===== config.mk =====
export PLATFORM = sky130hd
export DESIGN_NAME = mod12_count_sequencer
export DESIGN_NICKNAME = d
export VERILOG_FILES = /design/src/rtl/mod12_seq_pkg.sv /design/src/rtl/mod12_updown_core.sv /design/src/rtl/mod12_count_sequencer.sv
export SDC_FILE = /design/constraint.sdc
export NUM_CORES = 1
export LEC_CHECK = 0
export ABC_CLOCK_PERIOD_IN_PS = 2300
export CAP_MARGIN = 20
export CELL_PAD_IN_SITES_DETAIL_PLACEMENT = 0
export CELL_PAD_IN_SITES_GLOBAL_PLACEMENT = 1
export CORE_MARGIN = 2
export CORE_UTILIZATION = 30
export CTS_BUF_LIST = sky130_fd_sc_hd__clkbuf_8
export DETAILED_ROUTE_END_ITERATION = 6
export PLACE_DENSITY = 0.64
export SYNTH_ARGS = -nofsm -noshare
export SYNTH_HDL_FRONTEND = slang
export SYNTH_SLANG_ARGS = --single-unit

===== constraint.sdc =====
create_clock -name Clk -period 2.3 [get_ports Clk]
set_input_delay 0.23 -clock Clk [delete_from_list [all_inputs] [get_ports Clk]]
set_output_delay 0.23 -clock Clk [all_outputs]
set_load 0.03 [all_outputs]

===== src/rtl/mod12_seq_pkg.sv =====
// Shared types and default sizing for the mod-12 count sequencer.
package mod12_seq_pkg;

  localparam int unsigned DEF_MODULUS = 12;
  localparam int unsigned DEF_CNT_W   = 4;
  localparam int unsigned DEF_STEP_W  = 4;

  typedef enum logic [1:0] {
    OP_LOAD  = 2'b00,
    OP_UP    = 2'b01,
    OP_DOWN  = 2'b10,
    OP_CLEAR = 2'b11
  } cmd_op_e;

  typedef enum logic {
    S_IDLE = 1'b0,
    S_RUN  = 1'b1
  } seq_state_e;

endpackage


===== src/rtl/mod12_updown_core.sv =====
// Modulo up/down counter register with load, clear and a registered wrap pulse.
module mod12_updown_core
  import mod12_seq_pkg::*;
#(
  parameter int unsigned MODULUS = DEF_MODULUS,
  parameter int unsigned CNT_W   = DEF_CNT_W
) (
  input  logic             Clk,
  input  logic             reset,
  input  logic             en_i,
  input  logic             up_i,
  input  logic             ld_i,
  input  logic [CNT_W-1:0] ld_val_i,
  input  logic             clr_i,
  output logic [CNT_W-1:0] count_o,
  output logic             wrap_o
);

  localparam logic [CNT_W-1:0] CNT_MAX = CNT_W'(MODULUS - 1);

  logic [CNT_W-1:0] count_q;
  logic             wrap_q;

  // Clear beats load beats step; wrap flags only a modular step across the boundary.
  always_ff @(posedge Clk) begin
    if (reset) begin
      count_q <= '0;
      wrap_q  <= 1'b0;
    end else begin
      wrap_q <= 1'b0;
      if (clr_i) begin
        count_q <= '0;
      end else if (ld_i) begin
        count_q <= ld_val_i;
      end else if (en_i) begin
        if (up_i) begin
          if (count_q == CNT_MAX) begin
            count_q <= '0;
            wrap_q  <= 1'b1;
          end else begin
            count_q <= count_q + CNT_W'(1);
          end
        end else begin
          if (count_q == '0) begin
            count_q <= CNT_MAX;
            wrap_q  <= 1'b1;
          end else begin
            count_q <= count_q - CNT_W'(1);
          end
        end
      end
    end
  end

  assign count_o = count_q;
  assign wrap_o  = wrap_q;

endmodule


===== src/rtl/mod12_count_sequencer.sv =====
// Command sequencer driving a mod-12 up/down counter core.
// Optional abort input enabled by defining SEQ_ABORT_EN.
module mod12_count_sequencer
  import mod12_seq_pkg::*;
#(
  parameter int unsigned MODULUS = DEF_MODULUS,
  parameter int unsigned CNT_W   = DEF_CNT_W,
  parameter int unsigned STEP_W  = DEF_STEP_W
) (
  input  logic              Clk,
  input  logic              reset,
  input  logic              cmd_valid,
  output logic              cmd_ready,
  input  logic [1:0]        cmd_op,
  input  logic [STEP_W-1:0] cmd_arg,
`ifdef SEQ_ABORT_EN
  input  logic              abort,
`endif
  output logic [CNT_W-1:0]  Count,
  output logic              busy,
  output logic              done,
  output logic              wrap,
  output logic              err
);

  seq_state_e        state_q;
  cmd_op_e           op_q;
  logic [STEP_W-1:0] arg_q;
  logic              done_q;
  logic              err_q;

  logic abort_c;
  logic run_c;
  logic load_ok_c;
  logic step_c;
  logic ld_c;
  logic clr_c;

`ifdef SEQ_ABORT_EN
  assign abort_c = abort;
`else
  assign abort_c = 1'b0;
`endif

  // Core controls decoded from the latched command; abort suppresses any action that edge.
  assign run_c     = (state_q == S_RUN) && !abort_c;
  assign load_ok_c = (32'(arg_q) < MODULUS);
  assign step_c    = run_c && ((op_q == OP_UP) || (op_q == OP_DOWN)) && (arg_q != '0);
  assign ld_c      = run_c && (op_q == OP_LOAD) && load_ok_c;
  assign clr_c     = run_c && (op_q == OP_CLEAR);

  always_ff @(posedge Clk) begin
    if (reset) begin
      state_q <= S_IDLE;
      op_q    <= OP_LOAD;
      arg_q   <= '0;
      done_q  <= 1'b0;
      err_q   <= 1'b0;
    end else begin
      done_q <= 1'b0;
      err_q  <= 1'b0;
      case (state_q)
        S_IDLE: begin
          if (cmd_valid) begin
            state_q <= S_RUN;
            op_q    <= cmd_op_e'(cmd_op);
            arg_q   <= cmd_arg;
          end
        end
        S_RUN: begin
          if (abort_c) begin
            state_q <= S_IDLE;
            done_q  <= 1'b1;
            err_q   <= 1'b1;
          end else begin
            case (op_q)
              OP_LOAD: begin
                state_q <= S_IDLE;
                done_q  <= 1'b1;
                err_q   <= !load_ok_c;
              end
              OP_CLEAR: begin
                state_q <= S_IDLE;
                done_q  <= 1'b1;
              end
              OP_UP, OP_DOWN: begin
                // arg_q counts remaining steps; finish on the edge taking the last one.
                if (arg_q == '0) begin
                  state_q <= S_IDLE;
                  done_q  <= 1'b1;
                end else begin
                  arg_q <= arg_q - STEP_W'(1);
                  if (arg_q == STEP_W'(1)) begin
                    state_q <= S_IDLE;
                    done_q  <= 1'b1;
                  end
                end
              end
            endcase
          end
        end
      endcase
    end
  end

  mod12_updown_core #(
    .MODULUS (MODULUS),
    .CNT_W   (CNT_W)
  ) u_core (
    .Clk      (Clk),
    .reset    (reset),
    .en_i     (step_c),
    .up_i     (op_q == OP_UP),
    .ld_i     (ld_c),
    .ld_val_i (CNT_W'(arg_q)),
    .clr_i    (clr_c),
    .count_o  (Count),
    .wrap_o   (wrap)
  );

  assign cmd_ready = (state_q == S_IDLE);
  assign busy      = (state_q == S_RUN);
  assign done      = done_q;
  assign err       = err_q;

endmodule


Word level (Yosys, flattened, before mapping)
Cells that the tools add are included.
{"block": "classes", "mux": 20, "bitwise": 3, "order_cmp": 1, "addsub": 3, "reduce_logical": 20, "n_eq_ne": 8}
{"cell": "$mux W4", "n": 8}
{"cell": "$logic_not A4 Y1", "n": 2}
{"cell": "$mux W1", "n": 8}
{"cell": "$pmux W4 S2", "n": 1}
{"cell": "$reduce_or A2 Y1", "n": 4}
{"cell": "$sub A4 B1 Y4 const B", "n": 2}
{"cell": "$pmux W1 S2", "n": 3}
{"cell": "$logic_and A1 B1 Y1", "n": 5}
{"cell": "$add A4 B1 Y4 const B", "n": 1}
{"cell": "$eq A2 B2 Y1 const B", "n": 2}
{"cell": "$eq A4 B1 Y1 const B", "n": 1}
{"cell": "$eq A4 B4 Y1 const B", "n": 1}
{"cell": "$lt A4 B4 Y1 const B", "n": 1}
{"cell": "$ne A2 B2 Y1 const B", "n": 2}
{"cell": "$reduce_bool A4 Y1", "n": 1}
{"cell": "$reduce_or A4 Y1", "n": 1}
{"cell": "$not A1 Y1", "n": 3}
{"cell": "$reduce_and A3 Y1", "n": 1}
{"cell": "$reduce_or A3 Y1", "n": 1}
{"cell": "$eq A2 B1 Y1 const B", "n": 1}
{"cell": "$logic_not A2 Y1", "n": 1}
{"cell": "$ne A2 B1 Y1 const B", "n": 1}
{"cell": "$reduce_and A2 Y1", "n": 1}
{"cell": "$reduce_bool A2 Y1", "n": 1}
{"cell": "other kinds (2)", "n": 2}
{"block": "word_totals", "out_inout_bits": 9, "reg_bits": 14, "inputBits": 9}

Depth between registers and ports, before layout
Gate-level depths: netlist of the first run.
{"block": "depth", "ltp_word": 6, "ltp_mapped": 7, "mapped_depth_nobuf": 6}

Hierarchy
A second synthesis of the first run with hierarchy kept.
{"block": "unflattened", "hier_cells": 114, "area_unflattened_um2": 930.9}
{"module": "mod12_count_sequencer", "n_inst": 1, "cells_each": 62, "area_per_inst_um2": 520.5, "seq_area_each_um2": 180.2}
{"module": "mod12_updown_core", "n_inst": 1, "cells_each": 52, "area_per_inst_um2": 410.4, "seq_area_each_um2": 100.1}

Worst setup path before layout of the first run
Ideal clock, no wire load.
{"block": "synth_timing", "kind": "reg-to-reg", "start": "reg u_core.count_q[0], in the netlist u_core.count_o[0]", "end": "reg u_core.count_q[1], in the netlist u_core.count_o[1]", "path_slack_ns": 0.675, "stages_incl_launch_ff": 7, "arrival_ns": 1.540, "path_buffers": 0, "period_less_slack_ns": 1.625, "t_required_ns": 2.214, "cell_sequence": "dfxtp_1 > inv_1 > ha_1 > xor2_1 > nor3_1 > a21oi_1 > a211oi_1"}
{"block": "synth_between", "elab_chain_cells": 5}
{"element": "start: declaration", "line": "mod12_updown_core.sv:21", "text": "logic [CNT_W-1:0] count_q;"}
{"element": "start signal: assignment", "line": "mod12_updown_core.sv:34", "text": "count_q <= ld_val_i;"}
{"element": "start signal: assignment", "line": "mod12_updown_core.sv:41", "text": "count_q <= count_q + CNT_W'(1);"}
{"element": "start signal: assignment", "line": "mod12_updown_core.sv:48", "text": "count_q <= count_q - CNT_W'(1);"}
{"element": "$sub A4 B1 Y4, or another cell as far along", "line": "mod12_updown_core.sv:48"}
{"element": "$mux W4 (on tied branches)", "line": "mod12_updown_core.sv:44, mod12_updown_core.sv:37"}
{"element": "$mux W4 (*)", "line": "mod12_updown_core.sv:36", "text": "if (up_i) begin"}
{"element": "$mux W4 (*)", "line": "mod12_updown_core.sv:35", "text": "end else if (en_i) begin"}
{"element": "$mux W4 (*)", "line": "mod12_updown_core.sv:33", "text": "end else if (ld_i) begin"}
Mark *: on every way between the ends. The rest lies on a longest branch, timed or not. The select of a mux whose other input is x is not followed.
A chain may end at the register's enable or synchronous reset.

Final worst setup path of the first run
{"block": "layout_timing", "start": "reg state_q, in the netlist busy", "end": "out cmd_ready"}
{"block": "layout_between", "elab_chain_cells": 1}
{"element": "start: declaration", "line": "mod12_count_sequencer.sv:26", "text": "seq_state_e state_q;"}
{"element": "start signal: assignment", "line": "mod12_count_sequencer.sv:54", "text": "state_q <= S_IDLE;"}
{"element": "start signal: assignment", "line": "mod12_count_sequencer.sv:65", "text": "state_q <= S_RUN;"}
{"element": "start signal: assignment", "line": "mod12_count_sequencer.sv:72", "text": "state_q <= S_IDLE;"}
{"element": "$not A1 Y1 (no source line)"}
{"element": "end: declaration", "line": "mod12_count_sequencer.sv:13", "text": "output logic cmd_ready,"}
No other way between the ends.

==> results of run 1 <==
==> kinds of logic after synthesis <==
family / Yosys count
AND/OR/NAND/NOR: 39
AO/OA/AOI/OAI: 33
buffers and inverters: 18
flip-flops: 14
adder cells (fa/ha/maj): 7
multiplexers: 3
XOR/XNOR: 2
==> where the power goes <==
part	internal, uW	switching [uW]
combinational	84.7	97.1
sequential	259	30.7
clock	115	78.1
==> critical path: stages (launching register included) <==
cell	delay, ps
dfxtp_1	600
inv_1	230
clkdlybuf4s50_1	650
==> synthesized netlist by cell type, drive strengths merged, types with 2 or more instances <==
cell	number	area (um^2)
a211oi	3	22.5
a21oi	9	45.0
a31oi	2	12.5
buf	6	42.5
clkbuf	2	7.51
dfxtp	14	280
ha	7	87.6
inv	10	37.5
mux2i	3	30.0
nand2	9	41.3
nand2b	2	12.5
nand3	4	20.0
nor2	9	33.8
nor3	4	20.0
nor3b	3	33.8
o211ai	2	15.0
o21ai	3	15.0
o2bb2ai	2	17.5
o31ai	2	15.0
xor2	2	17.5
==> path summary, 6_finish.rpt <==
kind                                           to  slack, ps
worst min-delay path                     arg_q[0]        530
worst min register to register           arg_q[0]        530
worst max-delay path                    cmd_ready        350
worst max register to register  u_core.count_o[2]        540
==> layout by cell type, fill, tap and decap left out, types with 3 or more instances in the layout <==
cell,n
clkdlybuf4s50_1,17
dfxtp_1,14
inv_1,10
a21oi_1,9
nor2_1,9
nand2_1,8
ha_1,7
nand3_1,4
nor3_1,4
a211oi_1,3
o21ai_0,3
mux2i_1,3
clkbuf_8,3
==> layout make-up <==
type                    instances  area, um^2
clock buffers                   3        41.3
fillers                       314        1860
inverters                      10        37.5
multi-input cells              84         579
flip-flops and latches         14         280
well taps                      44        55.1
repair buffers                 18         178
==> metrics by stage <==
stage | setup WS [ps] | utilization
global route | 244 | 0.387
finish | 354 | 0.387
CTS | 348 | 0.387
detailed placement | 563 | 0.373
floorplan | 675 | -
global placement | 586 | 0.373
==> flip-flops by register name, summed over array words and instances, names as in the netlist <==
name	count
arg_q	4
u_core.count_o	4
op_q	2
busy	1
done	1
err	1
u_core.wrap_o	1
==> routing by layer <==
metal | part of all wire | vias up | global-route usage
met4 | 0.011 | 0 | 0.0444
met1 | 0.46 | 405 | 0.201
met2 | 0.46 | 29 | 0.214
met3 | 0.065 | 4 | 0.0498
met5 | 0 | - | 0
li1 | - | 442 | -
==> impl_results.md, run 1 <==
- CTS buffer count: 3
- Synth warnings: 0
- Adder-cell share of the synthesized area: 0.0925
- Count of hold-fix buffers inserted at cts: 0
- Class of the worst hold path: flip-flop to flip-flop
- Final net count: 147
- CP Max Fanout: 11
- Max-cap violation count: 0
- DRC viols: 0
- Vias in the first global route: 816
- Number of port buffers: 17
- Lkg Pwr: approximately 0.00046 uW
- Mapped Cells: 116
- Crit. End Element: primary output
- CTS tree: done
- Layout cell share with drive strength beyond 1: 0.0543
- Top FF cell, synth: dfxtp_1
- Worst-skew pair later-pin latency: 240 ps
- Critical Path RT: 2070 ps
- Placer congestion estimate: a little over 0.8
- Setup repair bufs after CTS: 0
- Critical Path AT: 1720 ps
- Synth Area in Compound Gates: 0.240
- Hold path cells: 2
- Pwr Total: roughly 670 uW
- Post-Layout Inst Area: 1170 um^2
- Crit Path Class: flip-flop to primary output
- RSZ-0062 raised after global routing: no
- Worst setup path start: busy
- Post-cts sizing count: 0
- Worst Skew: 4.42 ps
- Area Overhead vs Synth: 23.6%
- Minimum clock period: a little under 2000 ps
- Synthesized flop and latch total: 14
- Post-synthesis mux area share: 0.0317
- Final setup vio count: 0
- Post-Synth XOR/XNOR Area: 0.0185
- Post-route insts no fill: 173
- Reg2Reg Launch Point: arg_q[0]
- Mapped Area: 947 um^2
- Peak supply drop: 351 uV
- Mean post-synth cell area: 8.17 um^2
- Syn nets: 132
- Post-Synth Simple-Gate Area: 0.229
- Core ar.: 3030 um^2
- CTS clk-pin slew, worst paths: about 50 ps
- Fmax achieved: 514 MHz
- Sequential element share of the synthesized area: 0.296
- DR iter-0 viols: 21
- Area of the die: 3620 um^2
- Run status: completed
- Crit start category: flip-flop
- Initial Util: 0.313
- Fin Hold WS: 529 ps
- Vias: just under 900
- Setup TNS: 0 ps
- Fin crit share: 0.846
- Die width: 60.2 um
- First-pass GRT wire length: 3880 um
- Power per Cell Area: 568 nW/um^2
- WL final: 2290 um
- Placed cell count: 170
- Total clock sinks: 14
- Async set or reset register ratio after synthesis: 0
- Post-synthesis cell type count: 41
- GRT Overall Usage: 0.146
- EDFF count, synth: 0
- Longest Clk Path Bufs: 2
- Hold Vio Cnt, Final: 0
- Rows: 20
- Die outline height: ~60 um
- Area after DPL: 1130 um^2
- Hpwl dp: between 1500 and 2000 um
- Vias per std cell: between 5 and 6
- Pre-Repair DR Iteration Count: 4
- Cells on worst reg2reg path: 6
- Antenna Nets Post-Route: 0
- Root buf cell: clkbuf_8
- CTS H-Tree Depth: 1
- Avg WL per Cell: 13.3 um
- Max-slew headroom: 0.694
- Initial antenna violation count: 0
- Max-slew violations: 0
- Ports: 18
- Largest family of logic cells by synthesized area: compound AO/OA/AOI/OAI gates
- Slew @ Worst Pin: approximately 460 ps
- Total congestion overflow: 0
- Pin count of the biggest net entering global routing: 13
- Hold path start: arg_q[0]
- # diodes: 0
No activity file was read; power rests on OpenSTA's default activity.
==> run 2: changes to the inputs <==
--- a/config.mk
+++ b/config.mk
@@ -5,7 +5,7 @@
 export SDC_FILE = /design/constraint.sdc
 export NUM_CORES = 1
 export LEC_CHECK = 0
-export ABC_CLOCK_PERIOD_IN_PS = 2300
+export ABC_CLOCK_PERIOD_IN_PS = 2000
 export CAP_MARGIN = 20
 export CELL_PAD_IN_SITES_DETAIL_PLACEMENT = 0
 export CELL_PAD_IN_SITES_GLOBAL_PLACEMENT = 1
==> constraint.sdc (replaced) <==
create_clock -name Clk -period 2 [get_ports Clk]
set_input_delay 0.2 -clock Clk [delete_from_list [all_inputs] [get_ports Clk]]
set_output_delay 0.2 -clock Clk [all_outputs]
set_load 0.03 [all_outputs]
==> impl_results.md, run 2 (synthesized netlist as in run 1, its figures left out) <==
- First-pass GRT wire length: 3720 um (-4.1%)
- RSZ-0062 raised after global routing: no
- DR iter-0 viols: 15 (-29%)
- Met2 usage: 0.214 (unchanged)
- CTS clk-pin slew, worst paths: 60 ps (about the same)
- Count of hold-fix buffers inserted at cts: 0 (unchanged)
- CTS buffer count: 3 (unchanged)
- Grt peak-use layer: met2
- CTS tree: done
- Minimum clock period: 1750 ps
- Crit start category: flip-flop
- Critical Path RT: 2190 ps (+120 ps)
- Final Util: 0.387 (+0.000413)
- Area Overhead vs Synth: 23.8%
- Fin crit share: 0.876
- Avg WL per Cell: 13.2 um (-0.17%)
- Lkg Pwr: 0.000459 uW (about the same)
- Critical Path AT: 1940 ps (+220 ps)
- Worst setup path start: arg_q[0]
- Place WS: 263 ps (-301 ps)
- Number of port buffers: 17 (unchanged)
- Crit path cell chain: inv_1 -> ha_1 -> nor3b_4 -> or2_1 -> o311a_1 -> nor2_1
- WL final: 2290 um (-0.17%)
- Setup TNS: 0 ps (unchanged)
- Hpwl dp: 1740 um (-2.7%)
- # diodes: 0 (unchanged)
- Ports: 18 (unchanged)
- Post-route insts no fill: 173 (unchanged)
- Cells on worst reg2reg path: 6 (unchanged)
- Die outline height: 60.2 um (unchanged)
- Pwr Total: 770 uW (+16%)
- Die width: 60.2 um (unchanged)
- Setup WS post-layout: 247 ps (-107 ps)
- Rows: 20 (unchanged)
- R2R setup slack: 250 ps (-290 ps)
- Reg2Reg Launch Point: arg_q[0]
- Initial antenna violation count: 0 (unchanged)
- Crit Path Class: flip-flop to flip-flop
- Most frequent cells in the layout: clkdlybuf4s50_1 (17), dfxtp_1 (13), inv_1 (10), a21oi_1 (9), nor2_1 (9)
- Worst-skew pair later-pin latency: 240 ps (about the same)
- Vias in the first global route: 809 (-0.86%)
- Total congestion overflow: 0 (unchanged)
- Placed cell count: 170 (unchanged)
- Class of the worst hold path: flip-flop to flip-flop
- Met1 GRT Util: 0.181 (-0.0196)
- Filler cell count: 317 (+0.96%)
- Power per Cell Area: 657 nW/um^2 (+16%)
- Crit. End Element: flip-flop
- Max-cap violation count: 0 (unchanged)
- CP Max Fanout: 7 (-4)
- Vias: 895 (+1.7%)
- Reg2reg end: u_core.count_o[2]
- Hold path start: arg_q[0]
- Max-slew violations: 0 (unchanged)
- Worst Hold End: arg_q[0]
- Pin count of the biggest net entering global routing: 13 (unchanged)
- Peak supply drop: 482 uV (+37%)
- Vias per std cell: 5.17 (+1.7%)
- Pre-Repair DR Iteration Count: 4 (unchanged)
- Core ar.: 3030 um^2 (unchanged)
- CTS H-Tree Depth: 1 (unchanged)
- GRT Overall Usage: 0.140 (-0.00578)
- Final setup vio count: 0 (unchanged)
- Fmax achieved: 571 MHz
- Longest Clk Path Bufs: 2 (unchanged)
- Initial Util: 0.313 (unchanged)
- Run status: completed
- Root buf cell: clkbuf_8
- Slew @ Worst Pin: 381 ps (-77.8 ps)
- Largest stage delay, worst path: 400 ps (-250 ps)
- Critical path's slowest cell: dfxtp_1
- Area of the die: 3620 um^2 (unchanged)
- Placer congestion estimate: 0.831 (about the same)
- Hold Vio Cnt, Final: 0 (unchanged)
- Final net count: 147 (unchanged)
- Layout cell share with drive strength beyond 1: 0.0620 (+0.00775)
- Worst Skew: 6.82 ps (+2.41 ps)
- Max-slew headroom: 0.746 (+0.0520)
- Most common cell after layout, fill and taps aside: clkdlybuf4s50_1
- Met3 usage in global routing: 0.0455 (-0.00433)
- Total clock sinks: 14 (unchanged)
- Antenna Nets Post-Route: 0 (unchanged)
- DRC viols: 0 (unchanged)
- Hold path cells: 2 (unchanged)
[run 2: changes by cell type in the layout (fill, tap and decap cells not counted)]
cell     previous run  this run
dfxtp_1            14        13
dfxtp_2             0         1
[run 2: metal layers]
layer  wire length, um  part of all wire  up-vias
met2              1030              0.45       32
met3               151             0.066        4
li1                  -                 -      441
met1              1070              0.47      418
met5                 0                 0        -
met4                33             0.014        0
[run 2: layout make-up]
cell class              count  area, um^2  area share
flip-flops and latches     14         282       0.240
repair buffers             18         178       0.152
clock buffers               3        41.3      0.0352
inverters                  10        37.5      0.0320
multi-input cells          84         579       0.494
well taps                  44        55.1      0.0470
[run 2: worst max-delay path by stage]
stage | slack, ps | to | cells after the start
after floorplan | 370 | u_core.count_o[1] | 6
after global placement | 290 | u_core.count_o[2] | 6
after detailed placement | 260 | u_core.count_o[2] | 6
after CTS | 80 | cmd_ready | 2
after global routing | 90 | u_core.count_o[0] | 6
final | 250 | u_core.count_o[2] | 6
[run 2: repair_timing]
action	4_1_cts	5_1_grt
buffers inserted	0	0
endpoints found under the setup margin	0	1
hold endpoints to repair	0	0
resized for setup	0	1
[run 2: metrics by stage]
stage | hold slack [ps] | area (um^2)
detailed placement | 528 | 1130
global placement | 512 | 1130
global route | 570 | 1170
finish | 537 | 1170
CTS | 540 | 1170
floorplan | 344 | 947
[run 2: worst max-delay path, delay by kind of cell, from the launching register on]
kind	cells	cell delay (ps)
fa+ha+maj	1	240
simple gates	3	600
compound gates	1	350
flops	1	400
buf+inv	1	100
[run 2: power by group]
group	switching, uW	total [uW]	internal, uW
clock	94.3	227	133
combinational	111	208	97.1
sequential	36.1	335	298
==> run 3: changes to the inputs <==
--- a/config.mk
+++ b/config.mk
@@ -5,7 +5,7 @@
 export SDC_FILE = /design/constraint.sdc
 export NUM_CORES = 1
 export LEC_CHECK = 0
-export ABC_CLOCK_PERIOD_IN_PS = 2000
+export ABC_CLOCK_PERIOD_IN_PS = 1400
 export CAP_MARGIN = 20
 export CELL_PAD_IN_SITES_DETAIL_PLACEMENT = 0
 export CELL_PAD_IN_SITES_GLOBAL_PLACEMENT = 1
@@ -13,7 +13,7 @@
 export CORE_UTILIZATION = 30
 export CTS_BUF_LIST = sky130_fd_sc_hd__clkbuf_8
 export DETAILED_ROUTE_END_ITERATION = 6
-export PLACE_DENSITY = 0.64
+export PLACE_DENSITY = 0.66
 export SYNTH_ARGS = -nofsm -noshare
 export SYNTH_HDL_FRONTEND = slang
 export SYNTH_SLANG_ARGS = --single-unit
==> constraint.sdc (replaced) <==
create_clock -name Clk -period 1.4 [get_ports Clk]
set_input_delay 0.14 -clock Clk [delete_from_list [all_inputs] [get_ports Clk]]
set_output_delay 0.14 -clock Clk [all_outputs]
set_load 0.03 [all_outputs]
==> impl_results.md, run 3 (synthesized netlist as in run 1, its figures left out) <==
- Final setup vio count: 3 (+3)
- Power per Cell Area: 874 nW/um^2 (+33%)
- Minimum clock period: 1430 ps (-325 ps)
- Initial Util: 0.313 (unchanged)
- Flip-flop and latch area: 293 um^2 (+4.0%)
- Count of hold-fix buffers inserted at cts: 0 (unchanged)
- WL final: 2500 um (+9.2%)
- Root buf cell: clkbuf_8
- Avg WL per Cell: 12.8 um (-3.6%)
- Worst Skew: 1.36 ps (-5.46 ps)
- Area of the die: 3620 um^2 (unchanged)
- Run status: finished, violations left
- Fin crit share: 1.02 (+0.143)
- Longest Clk Path Bufs: 2 (unchanged)
- GRT Overall Usage: 0.155 (+0.0147)
- CTS H-Tree Depth: 1 (unchanged)
- Max-cap violation count: 0 (unchanged)
- RSZ-0062 raised after global routing: yes
- CTS clk-pin slew, worst paths: 60 ps (about the same)
- Crit path buf inv count: 1 (unchanged)
- Hold Vio Cnt, Final: 0 (unchanged)
- Number of port buffers: 17 (unchanged)
- Critical Path AT: 1620 ps (-320 ps)
- DR iter-0 viols: 38 (+23)
- Peak supply drop: 530 uV (+10%)
- Max-slew headroom: 0.792 (+0.0464)
- Vias in the first global route: 973 (+20%)
- CP Max Fanout: 7 (unchanged)
- Critical path's slowest cell: dfxtp_2
- Vias: 971 (+8.5%)
- Crit Path Class: flip-flop to flip-flop
- Layout cell share with drive strength beyond 1: 0.336 (+0.274)
- Crit path cell chain: inv_2 -> ha_4 -> nand2_4 -> or2_4 -> o311a_1 -> nor2_1
- Critical Path RT: 1590 ps (-600 ps)
- Most frequent cells in the layout: buf_4 (24), clkdlybuf4s50_1 (11), a21oi_1 (9), nor2_1 (9), nand2_1 (8)
- Rows: 20 (unchanged)
- Ports: 18 (unchanged)
- Initial antenna violation count: 0 (unchanged)
- Total congestion overflow: 0 (unchanged)
- Multi-input gate area: 636 um^2 (+9.7%)
- Max-slew violations: 0 (unchanged)
- Worst-skew pair later-pin latency: 250 ps (about the same)
- Crit. End Element: flip-flop
- Crit start category: flip-flop
- Area Overhead vs Synth: 47.8%
- Fin Hold WS: 486 ps (-51.7 ps)
- Die width: 60.2 um (unchanged)
- Antenna Nets Post-Route: 0 (unchanged)
- Placed cell count: 191 (+12%)
- Final net count: 169 (+15%)
- Place WS: -91.0 ps (-353 ps)
- Most common cell after layout, fill and taps aside: buf_4
- Total clock sinks: 14 (unchanged)
- Violated checks: setup timing
- Pre-Repair DR Iteration Count: 4 (unchanged)
- CP top delay family: simple AND/OR/NAND/NOR gates
- Largest stage delay, worst path: 350 ps (-50 ps)
- Vias per std cell: 4.95 (-4.2%)
- # diodes: 0 (unchanged)
- CTS tree: done
- Placer congestion estimate: 0.874 (+5.3%)
- Core ar.: 3030 um^2 (unchanged)
- Pin count of the biggest net entering global routing: 13 (unchanged)
- First-pass GRT wire length: 4230 um (+14%)
- Hpwl dp: 1950 um (+12%)
- Slew @ Worst Pin: 311 ps (-69.5 ps)
- DRC viols: 0 (unchanged)
- Lkg Pwr: 0.000603 uW (+31%)
- Die outline height: 60.2 um (unchanged)
- CTS buffer count: 3 (unchanged)
- Setup WS post-layout: -27.2 ps (-275 ps)
- Setup TNS: -47.2 ps (-47.2 ps)
- Filler cell count: 306 (-3.5%)
- Class of the worst hold path: primary input to flip-flop
- Post-route insts no fill: 196 (+13%)
- Fmax achieved: 701 MHz (+23%)
==> run 3: where the power goes <==
group / total, uW / internal [uW] / switching [uW]
clock: 344 / 194 / 150
combinational: 411 / 212 / 199
sequential: 469 / 428 / 40.5
==> run 3: routing by layer <==
layer	up-vias	share of wire	global-route usage
li1	486	-	-
met1	450	0.46	0.185
met2	29	0.47	0.267
met3	6	0.043	0.0346
met4	0	0.019	0.0603
met5	-	0	0
==> run 3: final cells by class <==
class	instances	area share
clock buffer	3	0.0295
clock inverter	1	0.00268
inverter	10	0.0268
multi-input combinational	84	0.454
sequential	14	0.209
tap	44	0.0393
timing repair buffer	40	0.239
==> run 3: timing repair <==
item | 4_1_cts | 5_1_grt
endpoints found under the setup margin | 12 | 8
buffers inserted | 0 | 1
resized for setup | 9 | 3
pin swaps | 1 | 1
==> run 3: per-stage QoR <==
stage	cell area, um^2	util	power (uW)
after floorplan	996	-	711
after global placement	1330	0.440	873
after detailed placement	1330	0.440	877
after CTS	1380	0.457	1220
after global routing	1400	0.462	1300
final	1400	0.462	1220
==> run 3: worst paths after layout <==
check | start | end | slack (ps) | cells after the start
worst max-delay path | op_q[0] | u_core.count_o[2] | -30 | 6
worst min-delay path | cmd_op[1] | op_q[1] | 490 | 3
worst max register to register | op_q[0] | u_core.count_o[2] | -30 | 6
worst min register to register | u_core.count_o[1] | u_core.count_o[1] | 580 | 2
==> run 3: tightest hold or removal path: stages <==
cell and delay, ps:
clkdlybuf4s50_1 390, mux2i_1 120, nor2_1 50
